===== src/rtl/pipe_pkg.sv =====
// pipe_pkg: shared types for the pipeline hazard/sequencing controller
package pipe_pkg;
  typedef enum logic [1:0] {FWD_RF = 2'b00, FWD_WB = 2'b01, FWD_MEM = 2'b10} fwd_sel_t;
  typedef enum logic [1:0] {IDLE, RUN, DRAIN, HALT} core_state_t;
endpackage


===== src/rtl/mul_stall_ctr.sv =====
// mul_stall_ctr: holds a multiply in Execute for MUL_LAT-1 cycles
module mul_stall_ctr #(
  parameter int MUL_LAT = 4
) (
  input  logic clk,
  input  logic reset,
  input  logic mul_start,
  output logic mulbusy
);
  localparam int CW = (MUL_LAT > 2) ? $clog2(MUL_LAT) : 1;
  localparam logic [CW-1:0] LOAD = CW'((MUL_LAT > 1) ? MUL_LAT - 2 : 0);
  logic [CW-1:0] cnt;
  logic mul_active;
  // the final cycle (cnt==0 with mul_active) releases E even while mul_start is still high
  assign mulbusy = (MUL_LAT > 1) && mul_start && (!mul_active || cnt != '0);
  always_ff @(posedge clk) begin
    if (!reset) begin
      cnt <= '0;
      mul_active <= 1'b0;
    end else if (mul_start && !mul_active) begin
      cnt <= LOAD;
      mul_active <= 1'b1;
    end else if (cnt != '0) begin
      cnt <= cnt - CW'(1);
    end else if (mul_active) begin
      mul_active <= 1'b0;
    end
  end
endmodule


===== src/rtl/pipe_hazard_ctrl.sv =====
// pipe_hazard_ctrl: run/halt sequencing, forwarding, stall and flush control for the 5-stage core
module pipe_hazard_ctrl
  import pipe_pkg::*;
#(
  parameter int REG_AW  = 4,
  parameter int PC_REG  = 15,
  parameter int NSTAGES = 5,
  parameter int MUL_LAT = 4
) (
  input  logic              clk,
  input  logic              reset,
  input  logic              start,
  input  logic              halt_req,
  input  logic [REG_AW-1:0] Ra1D,
  input  logic [REG_AW-1:0] Ra2D,
  input  logic [REG_AW-1:0] Ra1E,
  input  logic [REG_AW-1:0] Ra2E,
  input  logic [REG_AW-1:0] WA3E,
  input  logic [REG_AW-1:0] WA3M,
  input  logic [REG_AW-1:0] WA3W,
  input  logic              RegWriteM,
  input  logic              RegWriteW,
  input  logic              MemtoRegE,
  input  logic              BranchTakenE,
  input  logic              MulStartE,
  output logic [1:0]        ForwardAE,
  output logic [1:0]        ForwardBE,
  output logic              StallF,
  output logic              StallD,
  output logic              StallE,
  output logic              FlushD,
  output logic              FlushE,
  output logic              FlushM,
  output logic              running,
  output logic              halted
);
  localparam logic [REG_AW-1:0] PC = REG_AW'(PC_REG);
  localparam int DW = $clog2(NSTAGES);
  localparam logic [DW-1:0] DRAIN_N = DW'(NSTAGES - 2);
  core_state_t state, next;
  logic [DW-1:0] dcnt, dcnt_n;
  logic mulbusy, ldstall, idle, drain;
  function automatic logic hit(input logic we, input logic [REG_AW-1:0] wa, input logic [REG_AW-1:0] ra);
    return we && wa == ra && ra != PC;
  endfunction
  mul_stall_ctr #(.MUL_LAT(MUL_LAT)) u_mul (
    .clk(clk),
    .reset(reset),
    .mul_start(MulStartE),
    .mulbusy(mulbusy)
  );
  assign idle = state == IDLE || state == HALT;
  assign drain = state == DRAIN;
  assign ldstall = MemtoRegE && (WA3E == Ra1D || WA3E == Ra2D) && !BranchTakenE;
  always_ff @(posedge clk) begin
    if (!reset) begin
      state <= IDLE;
      dcnt <= '0;
      running <= 1'b0;
      halted <= 1'b0;
    end else begin
      state <= next;
      dcnt <= dcnt_n;
      running <= next == RUN || next == DRAIN;
      halted <= next == HALT;
    end
  end
  always_comb begin
    next = state;
    dcnt_n = dcnt;
    ForwardAE = FWD_RF;
    ForwardBE = FWD_RF;
    StallF = 1'b1;
    StallD = 1'b1;
    StallE = 1'b0;
    FlushD = 1'b0;
    FlushE = 1'b1;
    FlushM = 1'b0;
    if (idle) begin
      next = start ? RUN : state;
    end else begin
      ForwardAE = hit(RegWriteM, WA3M, Ra1E) ? FWD_MEM : hit(RegWriteW, WA3W, Ra1E) ? FWD_WB : FWD_RF;
      ForwardBE = hit(RegWriteM, WA3M, Ra2E) ? FWD_MEM : hit(RegWriteW, WA3W, Ra2E) ? FWD_WB : FWD_RF;
      StallE = mulbusy;
      FlushM = mulbusy;
      StallD = mulbusy || ldstall;
      StallF = mulbusy || ldstall || drain;
      FlushE = !mulbusy && (BranchTakenE || ldstall);
      FlushD = drain || (!mulbusy && BranchTakenE);
      if (state == RUN && halt_req && !StallD) begin
        next = DRAIN;
        dcnt_n = DRAIN_N;
      end
      // drain only advances when Execute moves, so multiply stalls extend it
      if (drain && !StallE) begin
        dcnt_n = dcnt - DW'(1);
        next = (dcnt == DW'(1)) ? HALT : DRAIN;
      end
    end
  end
endmodule


===== config.mk =====
export PLATFORM = sky130hd
export DESIGN_NAME = pipe_hazard_ctrl
export DESIGN_NICKNAME = d
export VERILOG_FILES = /design/src/rtl/pipe_pkg.sv /design/src/rtl/mul_stall_ctr.sv /design/src/rtl/pipe_hazard_ctrl.sv
export SDC_FILE = /design/constraint.sdc
export NUM_CORES = 1
export LEC_CHECK = 0
export CAP_MARGIN = 20
export CORE_ASPECT_RATIO = 1.4
export CORE_UTILIZATION = 57
export DETAILED_ROUTE_END_ITERATION = 16
export DONT_BUFFER_PORTS = 1
export GPL_TIMING_DRIVEN = 0
export PLACE_DENSITY_LB_ADDON = 0.08
export SLEW_MARGIN = 20
export SYNTH_ARGS = -nofsm -noshare
export SYNTH_HDL_FRONTEND = slang
export SYNTH_HIERARCHICAL = 1
export SYNTH_SLANG_ARGS = --single-unit

===== constraint.sdc =====
create_clock -name clk -period 6.1 [get_ports clk]
set_clock_uncertainty 0.05 [all_clocks]
set_input_delay 0.61 -clock clk [delete_from_list [all_inputs] [get_ports clk]]
set_output_delay 0.61 -clock clk [all_outputs]
set_load 0.01 [all_outputs]

After elaboration in Yosys (flattened, before gate mapping)
Cells that the tools add are included.

operators by class
  $add $sub $neg = 2
  multiply operators = 0
  div/mod/pow operators = 0
  magnitude comparators = 0
  equality and inequality tests = 16
  shifts and indexed selects = 0
  multiplexer cells = 22
  bitwise logic cells = 2
  reductions and logical operators = 35

operators by type and width
  cell                                              number
  == test 4 bit                                     6
  2-to-1 mux 2 bit                                  10
  logical AND 1 bit                                 17
  2-to-1 mux 1 bit                                  10
  == test 2 bit, second input constant              4
  logical OR 1 bit                                  8
  != test 4 bit, second input constant              2
  2-to-1 mux 3 bit                                  2
  nonzero test 2 bit                                3
  == test 2 x 1 -> 1 bit, second input constant     2
  zero test 1 bit                                   4
  == test 3 x 1 -> 1 bit, second input constant     1
  subtractor 3 x 1 -> 3 bit, second input constant  1
  zero test 2 bit                                   1
  != test 2 bit, second input constant              1
  inverter 1 bit                                    2
  AND reduction 2 bit                               1
  OR reduction 2 bit                                1
  subtractor 2 x 1 -> 2 bit, second input constant  1

storage, ports and cells
  flip-flop bits (word level) = 10
  bits in latches = 0
  bits in writable memories = 0
  memory bits (read-only) = 0
  input port bits = 37
  output and inout bits = 12
  word-level logic and storage cells = 84
  memories kept = 0

Depth between registers and ports, before layout
  depth in word-level cells = 12
  mapped depth = 9
  mapped depth without buffers = 8

Cells and area by module
The synthesis kept the hierarchy.

modules (own cells, without submodules)
  module            times used  cells each  area each (um^2)  seq. area each (um^2)
  pipe_hazard_ctrl  1           115         928.4             140.1
  mul_stall_ctr     1           12          123.9             60.1

Worst setup path after synthesis
No wires, ideal clock.

  path kind = input to register
  start point = input MulStartE
  end point = register running
  library setup time = 115 ps
  arrival = 1961 ps
  data required time = 5935 ps
  path slack = 3974 ps
  cell stages on the path = 7
  buffers on the path = 0
  path through = nor2b_1 inv_2 a41oi_1 o22ai_1 or2_1 ha_1 and2_1

on the way
  cells in the longest elaborated chain, start to end = 9
  elaborated cells between the ends (all ways) = 12
  those cells by class = eq/ne (2); mux (3); reduce/logical (7)

ends and longest elaborated chain
  item                                                     line                    RTL
  start, declared                                          pipe_hazard_ctrl.sv:25  input logic MulStartE,
  logical AND 1 bit *                                      mul_stall_ctr.sv:15     assign mulbusy = (MUL_LAT > 1) && mul_start && (!mul_active || cnt != '0);
  logical OR 1 bit                                         pipe_hazard_ctrl.sv:86  StallD = mulbusy || ldstall;
  zero test 1 bit                                          pipe_hazard_ctrl.sv:90  if (state == RUN && halt_req && !StallD) begin
  logical AND 1 bit                                        pipe_hazard_ctrl.sv:90
  2-to-1 mux 2 bit                                         pipe_hazard_ctrl.sv:90
  2-to-1 mux 2 bit *                                       pipe_hazard_ctrl.sv:95  if (drain && !StallE) begin
  2-to-1 mux 2 bit *                                       pipe_hazard_ctrl.sv:79  if (idle) begin
  named net next[0]                                        pipe_hazard_ctrl.sv:40  core_state_t state, next;
  == test 2 x 1 -> 1 bit or == test 2 bit (tied branches)  pipe_hazard_ctrl.sv:64  running <= next == RUN || next == DRAIN;
  logical OR 1 bit *                                       pipe_hazard_ctrl.sv:64
  end signal, assigned                                     pipe_hazard_ctrl.sv:59  running <= 1'b0;
  end signal, assigned                                     pipe_hazard_ctrl.sv:64
  end, declared                                            pipe_hazard_ctrl.sv:34  output logic running,

Mark *: on every way through the listed nets, which the timed path passes. The rest lies on a longest branch.
A chain may end at the register's enable or synchronous reset.

Final worst setup path
  start point = register u_mul.mul_active
  end point = output StallE

on the way
  cells in the longest elaborated chain, start to end = 4

ends and longest elaborated chain
  item                    line                    RTL
  start, declared         mul_stall_ctr.sv:13     logic mul_active;
  start signal, assigned  mul_stall_ctr.sv:19     mul_active <= 1'b0;
  start signal, assigned  mul_stall_ctr.sv:22     mul_active <= 1'b1;
  start signal, assigned  mul_stall_ctr.sv:26     mul_active <= 1'b0;
  zero test 1 bit         mul_stall_ctr.sv:15
  logical OR 1 bit        mul_stall_ctr.sv:15
  logical AND 1 bit       mul_stall_ctr.sv:15
  named net mulbusy       pipe_hazard_ctrl.sv:42  logic mulbusy, ldstall, idle, drain;
  2-to-1 mux 1 bit        --
  end, declared           pipe_hazard_ctrl.sv:30  output logic StallE,

The timed path passes the listed nets, and every way through them passes these cells.

==> load_flow_metrics.sql <==
INSERT INTO impl_metrics (metric_group, metric, value, unit) VALUES
('pwr', 'cellInternalPower', '148', 'µW'),
('global_routing', 'grt_max_degree', '11', ''),
('pwr', 'cellLeakagePower', '0.000442', 'µW'),
('pwr', 'combinationalPowerShare', '0.398', ''),
('detailed_routing', 'num_vias', '909', ''),
('synth', 'post_synth_and_or_nand_nor_area_fraction', '0.282', ''),
('setup_path', 'required', '5.44', 'ns'),
('sta', 'max_slew_headroom', '0.617', ''),
('synth', 'synth_top_cell_area_share', '0.190', ''),
('synth', 'netlist-cell-type-count', '44', ''),
('detailed_routing', 'detailedRoute.firstPassIterationCount', '5', ''),
('die', 'die_height', '52.8', 'µm'),
('die', 'start_util', '0.599', ''),
('place', 'dpl_worst_slack', '3.73', 'ns'),
('synth', 'cells_after_synthesis', '127', ''),
('sta', 'post-route-period-util', '0.400', ''),
('die', 'pin_count', '49', ''),
('synth', 'post_synth_xor_area_fraction', '0.203', ''),
('pwr', 'switching_share', '0.354', ''),
('place', 'globalplace.congestion', '0.745', ''),
('global_routing', 'initial_antenna_violation_count', '0', ''),
('place', 'post-dp-hpwl', '1750', 'µm'),
('synth', 'synthMuxAreaShare', '0', ''),
('pwr', 'p_clk_frac', '0.254', ''),
('detailed_routing', 'ant_nets', '0', ''),
('cts', 'insertion_delay', '0.26', 'ns'),
('die', 'row_count', '18', ''),
('synth', 'postSynth.topFlopCell', 'sky130_fd_sc_hd__dfxtp_1', ''),
('setup_path', 'crit_path_max_fanout', '7', ''),
('setup_path', 'startpoint_type', 'flop', ''),
('cts', 'postCtsHoldBufs', '0', ''),
('synth', 'post_synthesis_sequential_area_ratio', '0.190', ''),
('cts', 'path_clk_slew', '0.07', 'ns'),
('synth', 'async_flop_share', '0', ''),
('cells_and_area', 'final_cell_area', '1110', 'µm²'),
('sta', 'setup-tns-final', '0', 'ns'),
('global_routing', 'grtUsageTotal', '0.214', ''),
('place', 'dpl_cell_area', '1080', 'µm²'),
('cells_and_area', 'design.final.nets', '174', ''),
('global_routing', 'gr-total-overflow', '0', ''),
('sta', 'grt_setup_unrepaired', 'no', ''),
('cts', 'post_cts.resized_instances', '0', ''),
('cts', 'cts_made_buffers', '3', ''),
('cts', 'cts.repair_timing.setup_buffer_count', '0', ''),
('sta', 'tightestPinTransition', '0.573', 'ns'),
('synth', 'synth_edf_count', '0', ''),
('die', 'fp.dieArea', '2020', 'µm²'),
('cts', 'clockRootBuffer', 'sky130_fd_sc_hd__clkbuf_4', ''),
('die', 'core_area', '1760', 'µm²'),
('sta', 'report.final.hold_viol_count', '0', ''),
('cts', 'cts_tree', 'built', ''),
('global_routing', 'grt_first_pass_wirelength', '3150', 'µm'),
('sta', 'final_count_of_negative_setup_slack_endpoints', '0', ''),
('synth', 'synth_fa_ha_area_frac', '0.0595', ''),
('synth', 'post_synth_instance_area', '1050', 'µm²'),
('die', 'floorplan.die.width', '38.3', 'µm'),
('status', 'status', 'finished clean', ''),
('detailed_routing', 'drt-initial-drc-count', '7', ''),
('detailed_routing', 'totalWireLength', '2080', 'µm'),
('cts', 'max-clock-path-buffers', '2', ''),
('pwr', 'pwr_density_cell', '205', 'nW/µm²'),
('synth', 'synth-compound-area-share', '0.216', ''),
('sta', 'slew_violations', '0', ''),
('detailed_routing', 'vias_per_cell', '6.02', ''),
('cells_and_area', 'final_layout_size_suffix_gt1_frac', '0.153', ''),
('synth', 'main_combinational_cell_family_by_area_after_synthesis', 'simple AND/OR/NAND/NOR gates', ''),
('detailed_routing', 'post-route-drc-count', '0', ''),
('cells_and_area', 'antennaDiodeCount', '0', ''),
('cells_and_area', 'area_growth_syn_to_layout', '5.83', '%'),
('sta', 'achievable-frequency', '0.410', 'GHz'),
('synth', 'syn_avg_cell_area', '8.29', 'µm²');
power by group through the flow:
stage	clock network (µW)	logic, µW	registers (µW)
finish	58.1	91.2	79.5
detailed placement	0	91.4	81.1
floorplan	0	77.0	79.8
global route	63.1	101	80.3
global placement	0	89.1	80.7
CTS	60.2	91.9	79.6
cells in the final DEF (no fill, tap or decap), types with 3 or more instances in the layout:
cell and instances:
sky130_fd_sc_hd__dfxtp_1 10, sky130_fd_sc_hd__inv_1 7, sky130_fd_sc_hd__nor2_1 13, sky130_fd_sc_hd__nand2_1 9, sky130_fd_sc_hd__nor3_1 3, sky130_fd_sc_hd__and2_1 3, sky130_fd_sc_hd__nand3_1 6, sky130_fd_sc_hd__xnor2_1 7
sky130_fd_sc_hd__xor2_1 10, sky130_fd_sc_hd__clkbuf_4 3, sky130_fd_sc_hd__a21oi_1 3, sky130_fd_sc_hd__ha_1 5, sky130_fd_sc_hd__o21ai_0 5, sky130_fd_sc_hd__xnor2_2 4
critical path: stages (launching register included):
cell	delay [ns]
sky130_fd_sc_hd__dfxtp_1	0.34
sky130_fd_sc_hd__nor3b_2	0.17
sky130_fd_sc_hd__nor2b_1	0.46
sky130_fd_sc_hd__inv_2	0.12
sky130_fd_sc_hd__nor2_1	0.25
sky130_fd_sc_hd__buf_4	0.18
synth_stat cells, types with 3 or more instances:
library cell,number
sky130_fd_sc_hd__xnor2_2,4
sky130_fd_sc_hd__ha_1,5
sky130_fd_sc_hd__nand3_1,6
sky130_fd_sc_hd__xnor2_1,7
sky130_fd_sc_hd__a21oi_1,3
sky130_fd_sc_hd__nor3_1,3
sky130_fd_sc_hd__and2_1,3
sky130_fd_sc_hd__inv_1,7
sky130_fd_sc_hd__nor2_1,13
sky130_fd_sc_hd__xor2_1,10
sky130_fd_sc_hd__o21ai_0,5
sky130_fd_sc_hd__nand2_1,9
sky130_fd_sc_hd__dfxtp_1,10
cells by family (layout without fill, tap and decap cells):
| logic type | Yosys count | in the layout |
|---|---|---|
| DFF | 10 | 10 |
| AOI/OAI and AO/OA | 28 | 28 |
| adders and majority gates | 5 | 5 |
| buffers and inverters | 12 | 16 |
| and+or+nand+nor | 51 | 51 |
| xor gates and xnor gates | 21 | 21 |
layer usage:
| layer | GRT usage | vias to the layer above | part of all wire |
|---|---|---|---|
| met5 | 0 | - | 0 |
| met4 | 0.0536 | 0 | 0 |
| met3 | 0.0468 | 0 | 0.071 |
| met2 | 0.395 | 38 | 0.54 |
| met1 | 0.236 | 411 | 0.39 |
| li1 | - | 460 | - |
cell type report:
type | instances | area [µm²]
buffer | 4 | 21.3
clock buffer | 4 | 36.3
fill | 165 | 643
inverter | 8 | 30.0
multi-input combinational | 105 | 801
sequential | 10 | 200
tap | 20 | 25.0
flip-flops by register name, summed over array words and instances (netlist names):
signal	flops
u_mul/cnt	2
u_mul/mul_active	1
halted	1
dcnt	3
running	1
state	2
per-stage QoR:
| stage | hold slack [ns] | instances | total power [µW] | utilization |
|---|---|---|---|---|
| finish | 0.412 | 151 | 229 | 0.634 |
| global route | 0.414 | 151 | 245 | 0.634 |
| CTS | 0.407 | 151 | 232 | 0.634 |
| detailed placement | 0.403 | 147 | 172 | 0.613 |
| global placement | 0.397 | 147 | 170 | 0.613 |
| floorplan | 0.384 | 127 | 157 | - |
final timing paths:
path / endpoint / cells after the start / slack [ns] / start
max: StallE / 5 / 3.66 / u_mul/mul_active
min: u_mul/cnt[0] / 2 / 0.41 / u_mul/cnt[1]
max reg2reg: running / 8 / 3.83 / u_mul/mul_active
min reg2reg: u_mul/cnt[0] / 2 / 0.41 / u_mul/cnt[1]
Note: power is estimated with default switching activity, not from simulation.
